## config.mk

```make
export PLATFORM = sky130hd
export DESIGN_NAME = channel_frame_gather
export DESIGN_NICKNAME = d
export VERILOG_FILES = /design/src/rtl/channel_frame_gather.sv
export SDC_FILE = /design/constraint.sdc
export NUM_CORES = 1
export LEC_CHECK = 0
export CELL_PAD_IN_SITES_DETAIL_PLACEMENT = 1
export CELL_PAD_IN_SITES_GLOBAL_PLACEMENT = 2
export CORE_ASPECT_RATIO = 1.4
export CORE_MARGIN = 5
export CORE_UTILIZATION = 24
export DETAILED_ROUTE_END_ITERATION = 8
export PLACE_DENSITY_LB_ADDON = 0.1
export SETUP_SLACK_MARGIN = 0.4
export SLEW_MARGIN = 5
export SYNTH_ARGS = -nofsm -noshare
export SYNTH_HDL_FRONTEND = slang
export SYNTH_SLANG_ARGS = --single-unit
```

## constraint.sdc

```tcl
create_clock -name clk_in -period 2.2 [get_ports clk_in]
set_clock_uncertainty 0.05 [all_clocks]
set_input_delay 0.55 -clock clk_in [delete_from_list [all_inputs] [get_ports clk_in]]
set_output_delay 0.55 -clock clk_in [all_outputs]
set_load 0.01 [all_outputs]
```

## src/rtl/channel_frame_gather.sv

```systemverilog
// channel_frame_gather
//   Round-robin frame gatherer between the per-channel peak-data FIFOs and
//   the inter-FPGA communication block. When a channel's FIFO reports full,
//   the block raises a request. After a start grant it reads exactly one
//   FRAME_LEN-word frame from that FIFO, compensates for the FIFO read
//   latency and streams the words out with sof/eof/channel tags.
//
// Ports
//   clk_in      clock
//   rst_n       asynchronous active-low reset
//   fifo_full   per-channel FIFO full flags (bit i = channel i)
//   fifo_data   per-channel read data, channel i at [i*DATA_W +: DATA_W]
//   fifo_rd     per-channel read strobes, one-hot or zero
//   start_in    downstream grant for the pending frame
//   abort_in    downstream cancel of the current frame
//   gather_req  frame pending, waiting for start_in
//   gather_ch   channel of the pending/active frame
//   out_data    frame word (0 when out_valid=0)
//   out_valid   out_data holds a frame word
//   out_sof     first word of frame
//   out_eof     last word of frame
//   busy        high in every state except IDLE
module channel_frame_gather #(
  parameter int NUM_CH    = 6,
  parameter int DATA_W    = 16,
  parameter int FRAME_LEN = 128,
  parameter int RD_LAT    = 2,
  parameter int CH_W      = 3
) (
  input  logic                     clk_in,
  input  logic                     rst_n,
  input  logic [NUM_CH-1:0]        fifo_full,
  input  logic [NUM_CH*DATA_W-1:0] fifo_data,
  output logic [NUM_CH-1:0]        fifo_rd,
  input  logic                     start_in,
  input  logic                     abort_in,
  output logic                     gather_req,
  output logic [CH_W-1:0]          gather_ch,
  output logic [DATA_W-1:0]        out_data,
  output logic                     out_valid,
  output logic                     out_sof,
  output logic                     out_eof,
  output logic                     busy
);

  localparam int CNT_W = (FRAME_LEN > 255) ? 9 : 8;
  localparam logic [CNT_W-1:0] LAST_CNT    = CNT_W'(FRAME_LEN - 1);
  localparam logic [CH_W-1:0]  LAST_CH_RST = CH_W'(NUM_CH - 1);

  localparam logic [1:0] IDLE  = 2'd0;
  localparam logic [1:0] REQ   = 2'd1;
  localparam logic [1:0] READ  = 2'd2;
  localparam logic [1:0] DRAIN = 2'd3;

  logic [1:0]        state;
  logic [NUM_CH-1:0] full_q;
  logic [CH_W-1:0]   last_ch;
  logic [CNT_W-1:0]  rd_cnt;

  // Read-latency pipeline: strobe, first-word and last-word tags.
  logic [RD_LAT-1:0] pipe_v;
  logic [RD_LAT-1:0] pipe_f;
  logic [RD_LAT-1:0] pipe_l;

  logic              arb_hit;
  logic [CH_W-1:0]   arb_ch;
  logic [DATA_W-1:0] sel_data;

  // Round-robin search: channels above last_ch first, then wrap to those
  // at or below it. Constant loop bounds keep this a flat priority encoder.
  always_comb begin
    arb_hit = 1'b0;
    arb_ch  = '0;
    for (int unsigned c = 0; c < NUM_CH; c++) begin
      if (!arb_hit && full_q[c] && (CH_W'(c) > last_ch)) begin
        arb_hit = 1'b1;
        arb_ch  = CH_W'(c);
      end
    end
    for (int unsigned c = 0; c < NUM_CH; c++) begin
      if (!arb_hit && full_q[c] && (CH_W'(c) <= last_ch)) begin
        arb_hit = 1'b1;
        arb_ch  = CH_W'(c);
      end
    end
  end

  always_comb begin
    sel_data = '0;
    for (int unsigned c = 0; c < NUM_CH; c++) begin
      if (gather_ch == CH_W'(c)) begin
        sel_data = fifo_data[c*DATA_W +: DATA_W];
      end
    end
  end

  always_comb begin
    fifo_rd = '0;
    for (int unsigned c = 0; c < NUM_CH; c++) begin
      fifo_rd[c] = (state == READ) && (gather_ch == CH_W'(c));
    end
  end

  assign gather_req = (state == REQ);
  assign busy       = (state != IDLE);

  always_ff @(posedge clk_in or negedge rst_n) begin
    if (!rst_n) begin
      state     <= IDLE;
      full_q    <= '0;
      last_ch   <= LAST_CH_RST;
      gather_ch <= '0;
      rd_cnt    <= '0;
      pipe_v    <= '0;
      pipe_f    <= '0;
      pipe_l    <= '0;
      out_data  <= '0;
      out_valid <= 1'b0;
      out_sof   <= 1'b0;
      out_eof   <= 1'b0;
    end else begin
      full_q <= fifo_full;

      pipe_v[0] <= (state == READ);
      pipe_f[0] <= (rd_cnt == '0);
      pipe_l[0] <= (rd_cnt == LAST_CNT);
      for (int unsigned k = 1; k < RD_LAT; k++) begin
        pipe_v[k] <= pipe_v[k-1];
        pipe_f[k] <= pipe_f[k-1];
        pipe_l[k] <= pipe_l[k-1];
      end

      if (pipe_v[RD_LAT-1]) begin
        out_valid <= 1'b1;
        out_data  <= sel_data;
        out_sof   <= pipe_f[RD_LAT-1];
        out_eof   <= pipe_l[RD_LAT-1];
      end else begin
        out_valid <= 1'b0;
        out_data  <= '0;
        out_sof   <= 1'b0;
        out_eof   <= 1'b0;
      end

      case (state)
        IDLE: begin
          if (arb_hit) begin
            gather_ch <= arb_ch;
            state     <= REQ;
          end
        end
        REQ: begin
          if (abort_in) begin
            state <= IDLE;
          end else if (start_in) begin
            state <= READ;
          end
        end
        READ: begin
          if (!abort_in) begin
            if (rd_cnt == LAST_CNT) begin
              rd_cnt <= '0;
              state  <= DRAIN;
            end else begin
              rd_cnt <= rd_cnt + 1'b1;
            end
          end
        end
        DRAIN: begin
          if (!abort_in && out_valid && out_eof) begin
            last_ch <= gather_ch;
            state   <= IDLE;
          end
        end
        default: state <= IDLE;
      endcase

      // Abort overrides the pipeline and output updates made above, so
      // in-flight words are discarded and no eof is produced.
      if (abort_in && ((state == READ) || (state == DRAIN))) begin
        state     <= IDLE;
        last_ch   <= gather_ch;
        rd_cnt    <= '0;
        pipe_v    <= '0;
        pipe_f    <= '0;
        pipe_l    <= '0;
        out_valid <= 1'b0;
        out_data  <= '0;
        out_sof   <= 1'b0;
        out_eof   <= 1'b0;
      end
    end
  end

endmodule

```

# Word level (Yosys, flattened, before mapping)

Cells that the tools add are included.

Add/sub/neg operators: 1
Multiply operators: 0
Divide/modulo/power cells: 0
Order comparisons: 12
Equal/unequal tests: 15
Shifts and indexed selects: 0
Muxes and demuxes: 55
Bitwise logic cells: 0
Reductions and logical operators: 56

Operators by type and width:

| kind                                                                            | count |
|---|---|
| 16-bit 2-to-1 mux                                                               | 8 |
| 3-bit 2-to-1 mux                                                                | 13 |
| 1-bit logical AND                                                               | 32 |
| 8-bit 2-to-1 mux                                                                | 4 |
| 2-bit 2-to-1 mux                                                                | 10 |
| 1-bit 2-to-1 mux                                                                | 19 |
| 1-bit logical NOT                                                               | 12 |
| 8-bit by 1-bit adder with 8-bit output, second input constant                   | 1 |
| 8-bit by 7-bit == test with 1-bit output, second input constant                 | 1 |
| 8-bit logical NOT                                                               | 1 |
| 2-bit one-hot mux with 4 select lines                                           | 1 |
| 2-bit nonzero test                                                              | 4 |
| 3-bit by 2-bit == test with 1-bit output, second input constant                 | 2 |
| 3-bit == test, second input constant                                            | 2 |
| 1-bit by 3-bit greater-than comparator with 1-bit output, first input constant  | 2 |
| 2-bit by 3-bit greater-than comparator with 1-bit output, first input constant  | 2 |
| 3-bit greater-than comparator, first input constant                             | 2 |
| 1-bit by 3-bit less-or-equal comparator with 1-bit output, first input constant | 2 |
| 2-bit by 3-bit less-or-equal comparator with 1-bit output, first input constant | 2 |
| 3-bit less-or-equal comparator, first input constant                            | 2 |
| 3-bit by 2-bit inequality test with 1-bit output, second input constant         | 2 |
| 2-bit AND reduction                                                             | 3 |
| 5-bit AND reduction                                                             | 1 |
| 2-bit == test, second input constant                                            | 2 |
| 9 further kinds                                                                 | 9 |

Flip-flop bits (word level): 47
Bits in latches: 0
Memory bits (writable): 0
Memory bits (read-only): 0
Input bits: 106
Output and inout port bits: 30
Logic and storage cells: 151
Memories: 0

# Longest topological paths before layout

Gate-level depths: netlist of the first run.

Word-level depth: 50
Depth in mapped cells: 8
Depth with buffers taken out: 6

# Least setup slack after synthesis of the first run

No wires, ideal clock.

Path type: register to output
Start: reg gather_ch[0]
End: out fifo_rd[0]
Arrival time: 1.415 ns
Data required time: 1.600 ns
Path slack: 0.185 ns
Stages on the path, launching flop included: 6
Path buffers: 4
Cell sequence: dfrtp_1 -> buf_6 -> buf_12 -> buf_6 -> buf_2 -> nor4_1

Word-level cells in the longest chain between the ends: 2

RTL lines:

| element                | line | source |
|---|---|---|
| from (decl)            | 38   | `output logic [CH_W-1:0] gather_ch,` |
| from (signal assigned) | 148  | `gather_ch <= arb_ch;` |
| 3-bit logical NOT      | 100  | `fifo_rd[c] = (state == READ) && (gather_ch == CH_W'(c));` |
| 1-bit logical AND      | 100  |  |
| to (decl)              | 34   | `output logic [NUM_CH-1:0] fifo_rd,` |

No other way between the ends.

# Worst setup path after layout of the first run

Start: reg gather_ch[1]
End: out fifo_rd[3]

Word-level cells in the longest chain between the ends: 2

RTL lines:

| element                                  | line |
|---|---|
| 3-bit by 2-bit == test with 1-bit output | 100 |
| 1-bit logical AND                        | 100 |

No other way between the ends.

==> results of run 1 <==
==> Yosys cell counts (all sizes together) <==
cell type	instances
o41ai	2
nand2b	7
mux2	22
a22oi	9
and4b	1
mux4	10
ha	2
xnor2	1
a211o	2
inv	10
o211ai	1
nor2	40
nand2	16
o22ai	6
nor3	6
nand3	1
or2	1
o22a	1
dfrtp	45
nor2b	3
and2	5
o2bb2ai	1
a32oi	1
buf	13
dfstp	2
a21oi	8
o21ai	23
nor4	6
a31oi	9
clkbuf	4
o21bai	2
a311o	1
and3	10
nor3b	1
nand3b	1
a2bb2oi	2
==> registers in the layout (all words and copies together) (netlist names), 2 cells and up <==
signal,flops
pipe_f,2
pipe_v,2
rd_cnt,8
full_q,6
state,2
last_ch,3
gather_ch,3
out_data,16
pipe_l,2
==> worst max path at each step <==
stage            startpoint         end  slack [ns]  cells past startpoint
2_1_floorplan  gather_ch[1]  fifo_rd[3]        0.36                      3
3_3_place_gp       state[0]  fifo_rd[1]        0.12                      5
3_5_place_dp       state[0]  fifo_rd[3]        0.07                      4
4_1_cts            state[0]  fifo_rd[3]        0.25                      4
5_1_grt        gather_ch[1]  fifo_rd[5]        0.24                      4
6_report       gather_ch[1]  fifo_rd[3]        0.29                      4
==> report_power, final <==
part / total, mW / switching, mW / internal (mW)
sequential: 1.20 / 0.168 / 1.03
clock: 0.920 / 0.354 / 0.566
combinational: 2.54 / 1.21 / 1.33
==> logic make-up (layout without fill, tap and decap cells) <==
| kind of cell | after synthesis | count (layout) |
|---|---|---|
| flip-flops | 47 | 47 |
| buffers and inverters | 27 | 189 |
| XOR/XNOR | 1 | 1 |
| AND/OR/NAND/NOR | 98 | 98 |
| multiplexers | 32 | 32 |
| adder cells (fa/ha/maj) | 2 | 2 |
| AO/OA/AOI/OAI | 68 | 68 |
==> layer usage <==
layer  routed length [um]  vias up  GRT usage (%)
met5                    0        -              0
met3                  854        7           3.98
met1                 4220     1351           17.2
met4                  123        0           3.73
li1                     -     1326              -
met2                 5700       85           28.1
==> final cells by class <==
type,count,area [um2],share of cell area [%]
Clock inverter,2,35.0,0.730
Multi-Input combinational cell,201,1590,33.2
Sequential cell,47,1180,24.6
Timing Repair Buffer,171,1630,33.9
Inverter,10,37.5,0.782
Tap cell,147,184,3.83
Clock buffer,6,139,2.89
==> what timing repair did <==
item,CTS,global route
buffers inserted,8,9
setup endpoints to repair,18,24
pin swaps,5,8
endpoints found under the hold margin,0,0
gates resized for setup,53,18
==> flow_metrics.tcl, run 1 <==
set metrics [dict create \
    end_kind "output pin" \
    finalCriticalPeriod_ns 1.91 \
    num_vias 2769 \
    core_mm2 0.0117 \
    clock-sinks 47 \
    crit_slowest_cell "dfrtp_2" \
    synthMuxAreaShare_pct 17.5 \
    antenna_found_initial 0 \
    grt_overflow 0 \
    rr_startpoint "gather_ch[0]" \
    io_pins 136 \
    cts_buffers 5 \
    hold_ws_ns 0.201 \
    final_cells 584 \
    syn_area_per_cell_um2 10.3 \
    mostFrequentLayoutCell "clkdlybuf4s50_1" \
    path_cells "buf_12 -> buf_4 -> and3_4 -> buf_6" \
    netlist.area_leader.share_pct 39.7 \
    clk_latency_ns 0.29 \
    synth_area_mm2 0.00284 \
    cp.arrival_ns 1.31 \
    vias_per_cell 4.74 \
    pre_cts_ws_ns 0.0710 \
    cts_max_path_buffers 2 \
    critPathRequiredTime_ns 1.60 \
    placedCellCount 559 \
    holdBufCountCts 0 \
    yosysTopAreaCell "dfrtp_1" \
    synth_area_leaders "dfrtp_1 (40%), mux2_2 (8.7%), mux4_1 (5.6%)" \
    syn_nets 383 \
    max_stage_delay_ns 0.42 \
    drcViolationCount 0 \
    diodes 0 \
    gp_congestion 0.754 \
    final_cell_mix "clkdlybuf4s50_1 (116), dfrtp_1 (42), nor2_1 (36)" \
    startpoint_type "flop" \
    synthCells 275 \
    rows 47 \
    grt_pass1_vias 3089 \
    peakVddDrop_v 0.000504 \
    synth_xor_area_share_pct 0.309 \
    root_buffer "clkbuf_16" \
    dieArea_mm2 0.0141 \
    drt_iter0_markers 59 \
    grt_max_degree 22 \
    yosysSeqAreaShare_pct 41.5 \
    fin_ws_ns 0.295 \
    nets 544 \
    synth-simple-area-share_pct 18.3 \
    crit_fanout 9 \
    start_util_pct 24.2 \
    syn_to_final_growth_pct 69.1 \
    cts_tree "done" \
    r2r_end "out_data[12]" \
    crit_family "flip-flops" \
    die_h_um 139 \
    grt_pass1_wl_um 16900 \
    h-tree-depth 2 \
    power.leakage_nw 2.07 \
    postLayoutCellArea_mm2 0.00480 \
    fin_util_pct 41.0 \
    grtUsageTotal_pct 15.3 \
    dieWidth_um 102 \
    synth_cell_types 49 \
    setup_violations 0 \
    total_power_mw 4.65 \
    final_antenna_net_count 0 \
    clk_pin_slew_worst_paths_ns 0.07 \
    rr_worst_depth 5 \
    fin_crit_sh_pct 86.6 \
    drive_above_1_share_pct 25.2 \
    slew_headroom_pct 59.5 \
    yosysWarnings 0 \
    rsz0062_at_grt "true" \
    port_buffers 135 \
    wl_per_cell_um 18.7 \
    synthAdderAreaFrac_pct 0.882 \
    synth_compound_area_share_pct 16.0 \
    critPathKind "reg2out" \
    reg2reg_slack_ns 0.46 \
    min-delay-path-class "in2async" \
    fillers 1320 \
    place_area_mm2 0.00442 \
    max-cap-violations 0 \
    drt-total-wl_um 10900 \
    finalHoldViolCount 0 \
    dr.pass1.iters 4 \
    cp_num_buf_inv 3 \
    synth-seq-cells 47 \
    tightest_slew_ns 0.605 \
    synth_top_family_by_area "simple AND/OR/NAND/NOR gates" \
    power.density_mw_per_mm2 969 \
    run_status "complete, no violations" \
    slew_viol_final 0 \
    dp_hpwl_um 8490 \
    fin_setup_tns_ns 0 \
    clock.fmax_mhz 525 \
]
Note: power is estimated with default switching activity, not from simulation.
==> inputs of run 2 (changes only) <==
- SETUP_SLACK_MARGIN: 0.4 -> 0.02
==> flow_metrics.tcl, run 2 (same netlist as run 1, synthesis figures left out) <==
set metrics [dict create \
    clock-sinks 47 \
    critPathKind "reg2out" \
    hold_ws_ns 0.152 \
    root_buffer "clkbuf_16" \
    slew_viol_final 0 \
    fin_setup_tns_ns 0 \
    dp_hpwl_um 8450 \
    crit_fanout 10 \
    rows 47 \
    final_cell_mix "clkdlybuf4s50_1 (126), dfrtp_1 (43), nor2_1 (39)" \
    grt_pass1_wl_um 16500 \
    peakVddDrop_v 0.000329 \
    fin_util_pct 39.1 \
    grtUsageTotal_pct 15.2 \
    cts_tree "done" \
    diodes 0 \
    run_status "complete, no violations" \
    clock.fmax_mhz 472 \
    cts_buffers 5 \
    dieArea_mm2 0.0141 \
    drive_above_1_share_pct 17.3 \
    multi_input_area_mm2 0.00151 \
    startpoint_type "flop" \
    fillers 1360 \
    drcViolationCount 0 \
    seq_area_mm2 0.00118 \
    slew_headroom_pct 55.6 \
    power.density_mw_per_mm2 931 \
    syn_to_final_growth_pct 61.2 \
    vias_per_cell 4.83 \
    core_mm2 0.0117 \
    tightest_slew_ns 0.664 \
    grt_pass1_vias 2960 \
    rr_worst_depth 6 \
    clk_latency_ns 0.30 \
    mostFrequentLayoutCell "clkdlybuf4s50_1" \
    final_antenna_net_count 0 \
    dr.pass1.iters 4 \
    pre_cts_ws_ns 0.0833 \
    grt_overflow 0 \
    gp_congestion 0.766 \
    rsz0062_at_grt "false" \
    cts_max_path_buffers 2 \
    h-tree-depth 2 \
    largestRegisters "out_data: 16 flops, rd_cnt: 8 flops, full_q: 6 flops" \
    min-delay-path-class "in2async" \
    port_buffers 135 \
    io_pins 136 \
    cp.arrival_ns 1.52 \
    critPathRequiredTime_ns 1.60 \
    power.leakage_nw 1.92 \
    num_vias 2746 \
    end_kind "output pin" \
    finalHoldViolCount 0 \
    drt-total-wl_um 10600 \
    finalCriticalPeriod_ns 2.12 \
    start_util_pct 24.2 \
    holdBufCountCts 0 \
    largest_register_ffs 16 \
    setup_violations 0 \
    die_h_um 139 \
    place_area_mm2 0.00440 \
    fin_crit_sh_pct 96.2 \
    dieWidth_um 102 \
    antenna_found_initial 0 \
    max-cap-violations 0 \
    drt_iter0_markers 35 \
    clk_pin_slew_worst_paths_ns 0.07 \
    top_register "out_data" \
    grt_max_degree 22 \
    nets 529 \
    postLayoutCellArea_mm2 0.00457 \
    fin_ws_ns 0.0827 \
    wl_per_cell_um 18.7 \
]
==> run 2: routing by layer <==
metal / track usage [%] / share of wire, % / vias to the layer above
met5: 0 / 0 / -
met4: 4.42 / 1.4 / 0
met3: 2.82 / 5.8 / 11
met2: 28.2 / 54 / 72
met1: 17.1 / 39 / 1364
li1: - / - / 1299
==> run 2: layout make-up <==
cell class	count	share of cell area, %
Inverter	10	0.821
Multi-Input combinational cell	201	33.0
Timing Repair Buffer	156	33.0
Sequential cell	47	25.8
Tap cell	147	4.02
Clock inverter	3	0.575
Clock buffer	5	2.74
==> run 2: final timing paths <==
path | to | startpoint | slack (ns)
max | gather_ch[1] | gather_ch[1] | 0.08
min | out_data[4] | rst_n | 0.15
max reg2reg | rd_cnt[3] | rd_cnt[0] | 0.39
min reg2reg | pipe_v[1] | pipe_v[0] | 0.40
max in group asynchronous | full_q[0] | rst_n | 1.39
min in group clk_in | pipe_v[1] | pipe_v[0] | 0.40
==> run 2: through the flow <==
step           power, mW  std cells
2_1_floorplan       2.65        275
3_3_place_gp        3.44        559
3_5_place_dp        3.47        559
4_1_cts             4.33        567
5_1_grt             4.60        569
6_report            4.26        569
==> run 2: power by group <==
group | switching, mW | internal [mW] | total (mW)
registers | 0.184 | 1.03 | 1.21
logic | 1.06 | 1.16 | 2.22
clock network | 0.392 | 0.435 | 0.827
total | 1.64 | 2.62 | 4.26
==> run 2: critical path, cell delays in order, from the launching register on <==
cell and delay [ns]:
dfrtp_1 0.43, buf_4 0.22, clkdlybuf4s50_1 0.56
==> run 2: repair_timing <==
| item | CTS | global route |
|---|---|---|
| hold endpoints to repair | 0 | 0 |
| setup buffers | 0 | 2 |
| setup endpoints to repair | 10 | 1 |
| cloned | 0 | 0 |
| gates resized for setup | 12 | 0 |
